`src/rtl/result_writer_pkg.sv`:
```
// Shared widths, result count and FSM state encoding for the result writer block.
package result_writer_pkg;
  localparam int ADDR_W      = 6;
  localparam int DATA_W      = 8;
  localparam int NUM_RESULTS = 4;

  typedef enum logic [1:0] {
    IDLE  = 2'd0,
    WAIT  = 2'd1,
    WRITE = 2'd2,
    DONE  = 2'd3
  } state_t;
endpackage

```
`src/rtl/result_writer_if.sv`:
```
// Start request, 2x2 result strobe and memory write port of the result writer.
interface result_writer_if #(
  parameter int ADDR_W = result_writer_pkg::ADDR_W,
  parameter int DATA_W = result_writer_pkg::DATA_W
);
  logic              en;
  logic [ADDR_W-1:0] result_baseaddr;
  logic              c_valid;
  logic [DATA_W-1:0] c11;
  logic [DATA_W-1:0] c12;
  logic [DATA_W-1:0] c21;
  logic [DATA_W-1:0] c22;
  logic [ADDR_W-1:0] addr;
  logic [DATA_W-1:0] d;
  logic              we;
  logic              busy;
  logic              is_done_o;

  modport master (
    output en, result_baseaddr, c_valid, c11, c12, c21, c22,
    input  addr, d, we, busy, is_done_o
  );

  modport slave (
    input  en, result_baseaddr, c_valid, c11, c12, c21, c22,
    output addr, d, we, busy, is_done_o
  );
endinterface

```
`src/rtl/result_writer_buffer.sv`:
```
// Four-entry capture bank holding one set of 2x2 results; index 0 is c11, 3 is c22.
module result_buffer #(
  parameter int DATA_W = result_writer_pkg::DATA_W
) (
  input  logic                                               clk,
  input  logic                                               rst,
  input  logic                                               cap_en,
  input  logic [result_writer_pkg::NUM_RESULTS-1:0][DATA_W-1:0] din,
  input  logic [1:0]                                         sel,
  output logic [DATA_W-1:0]                                  dout
);
  logic [result_writer_pkg::NUM_RESULTS-1:0][DATA_W-1:0] bank;

  always_ff @(posedge clk) begin
    if (rst) begin
      bank <= '0;
    end else if (cap_en) begin
      bank <= din;
    end
  end

  assign dout = bank[sel];
endmodule

```
`src/rtl/result_writer.sv`:
```
// Captures one 2x2 result set and streams it to memory as four consecutive writes.
module result_writer #(
  parameter int ADDR_W = result_writer_pkg::ADDR_W,
  parameter int DATA_W = result_writer_pkg::DATA_W
) (
  input logic            clk,
  input logic            rst,
  result_writer_if.slave bus
);
  import result_writer_pkg::*;

  state_t            state, state_next;
  logic [1:0]        beat, beat_next;
  logic [1:0]        rd_sel;
  logic [ADDR_W-1:0] base, base_next;
  logic [ADDR_W-1:0] addr_p1, addr_next;
  logic [DATA_W-1:0] d_p1, d_next;
  logic [DATA_W-1:0] buf_rd;
  logic              we_p1, we_next;
  logic              cap_en;

  // The beat register tracks the write currently on the bus, so the buffer is read one ahead.
  assign rd_sel = beat + 2'd1;

  result_buffer #(.DATA_W(DATA_W)) u_buffer (
    .clk    (clk),
    .rst    (rst),
    .cap_en (cap_en),
    .din    ({bus.c22, bus.c21, bus.c12, bus.c11}),
    .sel    (rd_sel),
    .dout   (buf_rd)
  );

  always_comb begin
    state_next = state;
    beat_next  = beat;
    base_next  = base;
    addr_next  = addr_p1;
    d_next     = d_p1;
    we_next    = 1'b0;
    cap_en     = 1'b0;
    case (state)
      IDLE: begin
        if (bus.en) begin
          base_next  = bus.result_baseaddr;
          state_next = WAIT;
        end
      end
      WAIT: begin
        // Beat 0 bypasses the buffer since it is captured on this same edge.
        if (bus.c_valid) begin
          cap_en     = 1'b1;
          beat_next  = 2'd0;
          we_next    = 1'b1;
          addr_next  = base;
          d_next     = bus.c11;
          state_next = WRITE;
        end
      end
      WRITE: begin
        if (beat == 2'd3) begin
          state_next = DONE;
        end else begin
          beat_next = rd_sel;
          we_next   = 1'b1;
          addr_next = base + ADDR_W'(rd_sel);
          d_next    = buf_rd;
        end
      end
      DONE: begin
        state_next = IDLE;
      end
      default: begin
        state_next = IDLE;
      end
    endcase
  end

  // Output register stage (p1)
  always_ff @(posedge clk) begin
    if (rst) begin
      state   <= IDLE;
      beat    <= 2'd0;
      base    <= '0;
      addr_p1 <= '0;
      d_p1    <= '0;
      we_p1   <= 1'b0;
    end else begin
      state   <= state_next;
      beat    <= beat_next;
      base    <= base_next;
      addr_p1 <= addr_next;
      d_p1    <= d_next;
      we_p1   <= we_next;
    end
  end

  assign bus.addr      = addr_p1;
  assign bus.d         = d_p1;
  assign bus.we        = we_p1;
  assign bus.busy      = (state == WAIT) || (state == WRITE);
  assign bus.is_done_o = (state == DONE);
endmodule

```
`src/flat_wrapper.sv`:
```
// flat-port wrapper written by rule: the top's interface ports become plain ports
module result_writer_flat import result_writer_pkg::*;
#(
  parameter int ADDR_W = result_writer_pkg::ADDR_W,
  parameter int DATA_W = result_writer_pkg::DATA_W
)
  (clk, rst, bus_en, bus_result_baseaddr, bus_c_valid, bus_c11, bus_c12, bus_c21, bus_c22, bus_addr, bus_d, bus_we, bus_busy, bus_is_done_o);
  result_writer_if #(.ADDR_W(ADDR_W), .DATA_W(DATA_W)) bus_i ();
  input logic clk;
  input logic rst;
  input wire logic [$bits(bus_i.en)-1:0] bus_en;
  input wire logic [$bits(bus_i.result_baseaddr)-1:0] bus_result_baseaddr;
  input wire logic [$bits(bus_i.c_valid)-1:0] bus_c_valid;
  input wire logic [$bits(bus_i.c11)-1:0] bus_c11;
  input wire logic [$bits(bus_i.c12)-1:0] bus_c12;
  input wire logic [$bits(bus_i.c21)-1:0] bus_c21;
  input wire logic [$bits(bus_i.c22)-1:0] bus_c22;
  output wire logic [$bits(bus_i.addr)-1:0] bus_addr;
  output wire logic [$bits(bus_i.d)-1:0] bus_d;
  output wire logic [$bits(bus_i.we)-1:0] bus_we;
  output wire logic [$bits(bus_i.busy)-1:0] bus_busy;
  output wire logic [$bits(bus_i.is_done_o)-1:0] bus_is_done_o;
  assign bus_i.en = bus_en;
  assign bus_i.result_baseaddr = bus_result_baseaddr;
  assign bus_i.c_valid = bus_c_valid;
  assign bus_i.c11 = bus_c11;
  assign bus_i.c12 = bus_c12;
  assign bus_i.c21 = bus_c21;
  assign bus_i.c22 = bus_c22;
  assign bus_addr = bus_i.addr;
  assign bus_d = bus_i.d;
  assign bus_we = bus_i.we;
  assign bus_busy = bus_i.busy;
  assign bus_is_done_o = bus_i.is_done_o;
  result_writer #(.ADDR_W(ADDR_W), .DATA_W(DATA_W)) u_core (.clk(clk), .rst(rst), .bus(bus_i));
endmodule
```
`config.mk`:
```
export PLATFORM = sky130hd
export DESIGN_NAME = result_writer_flat
export DESIGN_NICKNAME = d
export VERILOG_FILES = /design/src/rtl/result_writer_pkg.sv /design/src/rtl/result_writer_if.sv /design/src/rtl/result_writer_buffer.sv /design/src/rtl/result_writer.sv /design/src/flat_wrapper.sv
export SDC_FILE = /design/constraint.sdc
export NUM_CORES = 1
export LEC_CHECK = 0
export ABC_AREA = 0
export ABC_CLOCK_PERIOD_IN_PS = 2400
export CAP_MARGIN = 0
export CORE_MARGIN = 1
export CORE_UTILIZATION = 50
export DETAILED_ROUTE_END_ITERATION = 8
export PLACE_DENSITY = 0.79
export RECOVER_POWER = 100
export SLEW_MARGIN = 20
export SYNTH_ARGS = -nofsm -noshare
export SYNTH_HDL_FRONTEND = slang
export SYNTH_HIERARCHICAL = 1
export SYNTH_SLANG_ARGS = --single-unit
```
`constraint.sdc`:
```
create_clock -name clk -period 2.4 [get_ports clk]
set_clock_uncertainty 0.1 [all_clocks]
set_input_delay 0.24 -clock clk [delete_from_list [all_inputs] [get_ports clk]]
set_output_delay 0.24 -clock clk [all_outputs]
set_load 0.1 [all_outputs]
```
* After elaboration in Yosys (flattened, before gate mapping)
Index checks and enable logic that the tools add are counted.
Word-level totals: output and inout port bits 17, logic and storage cells 46, flip-flop bits (word level) 57
Cells by class: $add $sub $neg 2, reduce and logical (&&, ||, !) cells 6, mux-type cells 19, equal/unequal tests 8, order comparisons 1
Operators by type and width (count):
- two-way mux 8 bit | 3
- binary-select mux 8 bit (select 2 bit) | 1
- one-hot mux 8 bit (2 select lines) | 1
- two-way mux 6 bit | 2
- one-hot mux 6 bit (2 select lines) | 1
- two-way mux 2 bit | 5
- one-hot mux 2 bit (4 select lines) | 1
- adder 6 x 2 -> 6 bit | 1
- == test 2 bit, second input constant | 3
- inequality test 2 bit, second input constant | 3
- AND reduction 3 bit | 2
- one-hot mux 2 bit (2 select lines) | 1
- < comparator 2 x 3 -> 1 bit, second input constant | 1
- two-way mux 1 bit | 3
- adder 2 x 1 -> 2 bit, second input constant | 1
- == test 2 x 1 -> 1 bit, second input constant | 1
- logical NOT 2 bit | 1
- inequality test 2 x 1 -> 1 bit, second input constant | 1
- one-hot mux 1 bit (2 select lines) | 1
- AND reduction 2 bit | 1
- nonzero test 2 bit | 1
- logical OR 1 bit | 1

* Longest topological paths before layout
word-level depth 5, mapped depth 8

* Cells and area by module
The synthesis kept the hierarchy.
Modules (own cells, without submodules):
- result_buffer | area each 1333.8 µm², seq. area each 640.6 µm², cells an instance 113, instances 1
- result_writer | area each 1303.8 µm², seq. area each 500.5 µm², cells an instance 142, instances 1

* Worst setup path after synthesis
No wires, ideal clock.
kind register to register, from register u_core.beat[0], to register u_core.addr_p1[4], in the netlist u_core/bus.addr[4], arrival time 1.699 ns, period minus slack after synthesis 1.879 ns, cell stages (with the launch flop) 8, path slack 0.521 ns, data required time 2.220 ns, path through dfxtp_1 -> ha_1 -> inv_1 -> fa_1 -> nor2b_1 -> nand3_1 -> xor2_1 -> a211oi_2
Between the ends: longest elaborated chain between the ends 4, elaborated cells between the ends (all ways) 7, those cells by class 2 x add/sub; 2 x eq/ne; 2 x mux; 1 x reduce/logical
RTL lines:
- start: declaration | RTL line result_writer.sv:13 | logic [1:0] beat, beat_next;
- start signal: assignment | RTL line result_writer.sv:90 | beat <= beat_next;
- adder 2 x 1 -> 2 bit | RTL line result_writer.sv:23 | assign rd_sel = beat + 2'd1;
- via u_core.rd_sel[1] | RTL line result_writer.sv:14 | logic [1:0] rd_sel;
- adder 6 x 2 -> 6 bit | RTL line result_writer.sv:66 | addr_next = base + ADDR_W'(rd_sel);
- two-way mux 6 bit | RTL line result_writer.sv:61 | if (beat == 2'd3) begin
- one-hot mux 6 bit (2 select lines) | RTL line result_writer.sv:42 | case (state)
- end signal: assignment | RTL line result_writer.sv:92 | addr_p1 <= addr_next;
- end: declaration | RTL line result_writer.sv:16 | logic [ADDR_W-1:0] addr_p1, addr_next;
The timed path passes the listed nets, and every way through them passes these cells. The select of a mux whose other input is x is not followed. A chain may end at the register's enable or synchronous reset.

* Worst setup path after layout
from register u_core.state[0], to register u_core.d_p1[6], in the netlist u_core/bus.d[6]
Between the ends: longest elaborated chain between the ends 3, elaborated cells between the ends (all ways) 7, those cells by class 4 x eq/ne; 1 x mux; 2 x reduce/logical
RTL lines:
- start: declaration | RTL line result_writer.sv:12 | state_t state, state_next;
- start signal: assignment | RTL line result_writer.sv:89 | state <= state_next;
- == test 2 bit / == test 2 x 1 -> 1 bit (equally long branches) | RTL line result_writer.sv:42
- inequality test 2 bit (no source line) / nonzero test 2 bit (equally long branches)
- AND reduction 3 bit (no source line)
- end signal: assignment | RTL line result_writer.sv:93 | d_p1 <= d_next;
- end: declaration | RTL line result_writer.sv:17 | logic [DATA_W-1:0] d_p1, d_next;
Parallel ways exist; a longest one is shown, timed or not.

==> impl_metrics.tcl <==
set metrics [dict create \
    status "finished, final reports clean" \
    diodes 0 \
    finalSetupTns_ns 0 \
    first_global_vias 1924 \
    placementRows 26 \
    crit_path_end "u_core/bus.d[6]$_SDFFE_PP0P_" \
    core_um2 5110 \
    slew_headroom 0.199 \
    p_comb_frac 0.480 \
    power.internal_mw 2.49 \
    htree_levels 3 \
    ys_warn_count 6 \
    grtUsageTotal 0.207 \
    place_inst 373 \
    floorplan.initialDensity 0.516 \
    synth.most_common_cell "dfxtp_1" \
    wl_per_cell_um 13.5 \
    drv_slew 0 \
    tightest_slew_ns 1.21 \
    yosysSeqAreaShare 0.433 \
    cp_max_fo 19 \
    hold_path_class "in -> reg" \
    vias_per_cell 5.07 \
    required_ns 2.55 \
    dp_hpwl_mm 3.68 \
    async_flop_share 0 \
    cts_buffer_depth 2 \
    finalHoldViolCount 0 \
    setup_viol 0 \
    dieArea_um2 5570 \
    synth_nets 305 \
    grt_start_max_net_pins 31 \
    cts-root-buf "clkbuf_8" \
    synth_edf_count 0 \
    p_seq_frac 0.283 \
    synth_top_cell_by_area "dfxtp_1" \
    crit_type "reg -> reg" \
    synth_area_per_cell_um2 10.3 \
    r2r_cells 7 \
    post_cts_buffers 0 \
    cts_resized 0 \
    syn_area_um2 2640 \
    yosys_register_bits 57 \
    rsz0062_at_grt "false" \
    routabilityCongestion 0.752 \
    ctsHoldBuffers 0 \
    grt_antenna_before_repair 0 \
    min_period_over_period 0.857 \
    ff2ff_setup_slack_ns 0.34 \
    cap_violations 0 \
    die_h_um 74.6 \
    ir_worst_vdd_uv 788 \
    p_leak_nw 1.21 \
    max_freq_mhz 486 \
    clk_latency_ns 0.34 \
    crit_start "u_core/state[0]$_SDFFE_PP0P_" \
    net-switching-power_mw 2.12 \
    route.detailed.drc 0 \
    power_frac_clock 0.237 \
    overflow 0 \
    dr.pass1.iters 4 \
    fin_util 0.661 \
    cp.arrival_ns 2.21 \
    reg2reg_to "u_core/bus.d[6]$_SDFFE_PP0P_" \
    p_per_area_nw_per_um2 1370 \
    fin_nets 364 \
    drt_iter0_drc 104 \
    cts.sinks 57 \
    grt_pass1_wl_mm 8.47 \
    synth_commonest_cells "dfxtp_1, nor2_1, mux2i_1, a21oi_1, nand2_1" \
    synth_top_area_share 0.433 \
    nFillCells 446 \
    cp-start-kind "register" \
    drive_above_1_share 0.135 \
    pin_count 59 \
    min_from "rst" \
    synth_cell_types 29 \
    ant_nets 0 \
    die_w_um 74.6 \
    cts.clk_slew.worst_paths_ns 0.07 \
    synthTopCellsByArea "dfxtp_1, mux2i_1, nor2_1" \
    tritoncts "done" \
    area_growth_pct 28.0 \
    numCtsBuffers 9 \
    finalPower_mw 4.61 \
    io_buffers 58 \
    regToRegStartpoint "u_core/state[0]$_SDFFE_PP0P_" \
    instances_no_fill 389 \
    vias 1973 \
    wl_mm 5.25 \
    hold_slack_ns 0.283 \
    syn_inst 255 \
    fin_crit_ns 2.06 \
    synth_ff_type "dfxtp_1" \
    p_sw_frac 0.459 \
    cp-end-kind "register" \
]
[flip-flops by register name, indices dropped and copies added (netlist names)]
signal,count
u_core/state,2
u_core/u_buffer/bank,32
u_core/bus.d,8
u_core/beat,2
u_core/bus.we,1
u_core/base,6
u_core/bus.addr,6
[routing by layer]
| layer | global-route usage | share of wire |
|---|---|---|
| met5 | 0 | 0 |
| met4 | 0.115 | 0.022 |
| met3 | 0.0549 | 0.042 |
| met2 | 0.332 | 0.47 |
| met1 | 0.254 | 0.47 |
[final cells by class]
type / instances / area [um2] / share of cell area
multi-input cells: 174 / 1330 / 0.393
flip-flops and latches: 57 / 1140 / 0.338
repair buffers: 66 / 557 / 0.165
clock buffers: 9 / 124 / 0.0367
clock inverters: 7 / 119 / 0.0352
well taps: 70 / 87.6 / 0.0259
inverters: 6 / 22.5 / 0.00667
[through the flow]
step | setup WS (ns) | area, um2
after floorplan | 0.521 | 2640
after global routing | 0.203 | 3380
final | 0.342 | 3380
after CTS | 0.405 | 3460
after detailed placement | 0.420 | 3220
after global placement | 0.449 | 3220
[layout by cell type (no fill, tap or decap), types with 2 or more instances in the layout]
cell / count
a211oi_1: 8
buf_12: 2
nand2_1: 9
clkdlybuf4s50_1: 40
clkbuf_8: 9
a21oi_1: 10
nor2_1: 51
nand3_1: 7
buf_4: 6
xnor2_1: 3
nor2b_1: 5
mux4_2: 8
bufinv_16: 3
clkinvlp_4: 2
clkbuf_2: 2
clkbuf_1: 15
dfxtp_1: 57
nor3_1: 5
a211oi_2: 5
ha_1: 7
mux2i_1: 45
inv_1: 6
[cells by family (layout without fill, tap and decap cells)]
group,after synthesis,after routing,synth area share
multiplexers,53,53,0.239
buffers and inverters,24,88,0.0565
XOR/XNOR,4,4,0.0133
adder cells (fa/ha/maj),8,8,0.0408
AND/OR/NAND/NOR,82,82,0.134
flip-flops,57,57,0.433
AO/OA/AOI/OAI,27,27,0.0835
[worst max-delay path, cell delays in order (launching register included)]
cell      delay [ns]
dfxtp_1         0.40
inv_1           0.08
ha_1            0.26
buf_4           0.19
a21oi_2         0.46
buf_12          0.23
nor2_1          0.05
a211oi_1        0.20
[power groups by stage]
stage | Combinational, mW | Clock [mW] | Sequential (mW)
2_1_floorplan | 1.15 | 0 | 2.07
5_1_grt | 2.35 | 1.14 | 1.34
4_1_cts | 2.36 | 1.11 | 1.31
3_3_place_gp | 2.31 | 0 | 1.32
6_report | 2.21 | 1.09 | 1.31
3_5_place_dp | 2.35 | 0 | 1.33
[worst min-delay path by stage]
stage	to	slack (ns)	cells after the start
final	u_core/u_buffer/bank[15]$_SDFFE_PP0P_	0.28	2
after global routing	u_core/u_buffer/bank[31]$_SDFFE_PP0P_	0.30	2
after CTS	u_core/u_buffer/bank[7]$_SDFFE_PP0P_	0.28	2
after detailed placement	u_core/base[5]$_SDFFE_PP0P_	0.37	2
after global placement	u_core/base[5]$_SDFFE_PP0P_	0.37	2
after floorplan	u_core/u_buffer/bank[23]$_SDFFE_PP0P_	0.21	1
Note: power is estimated with default switching activity, not from simulation.
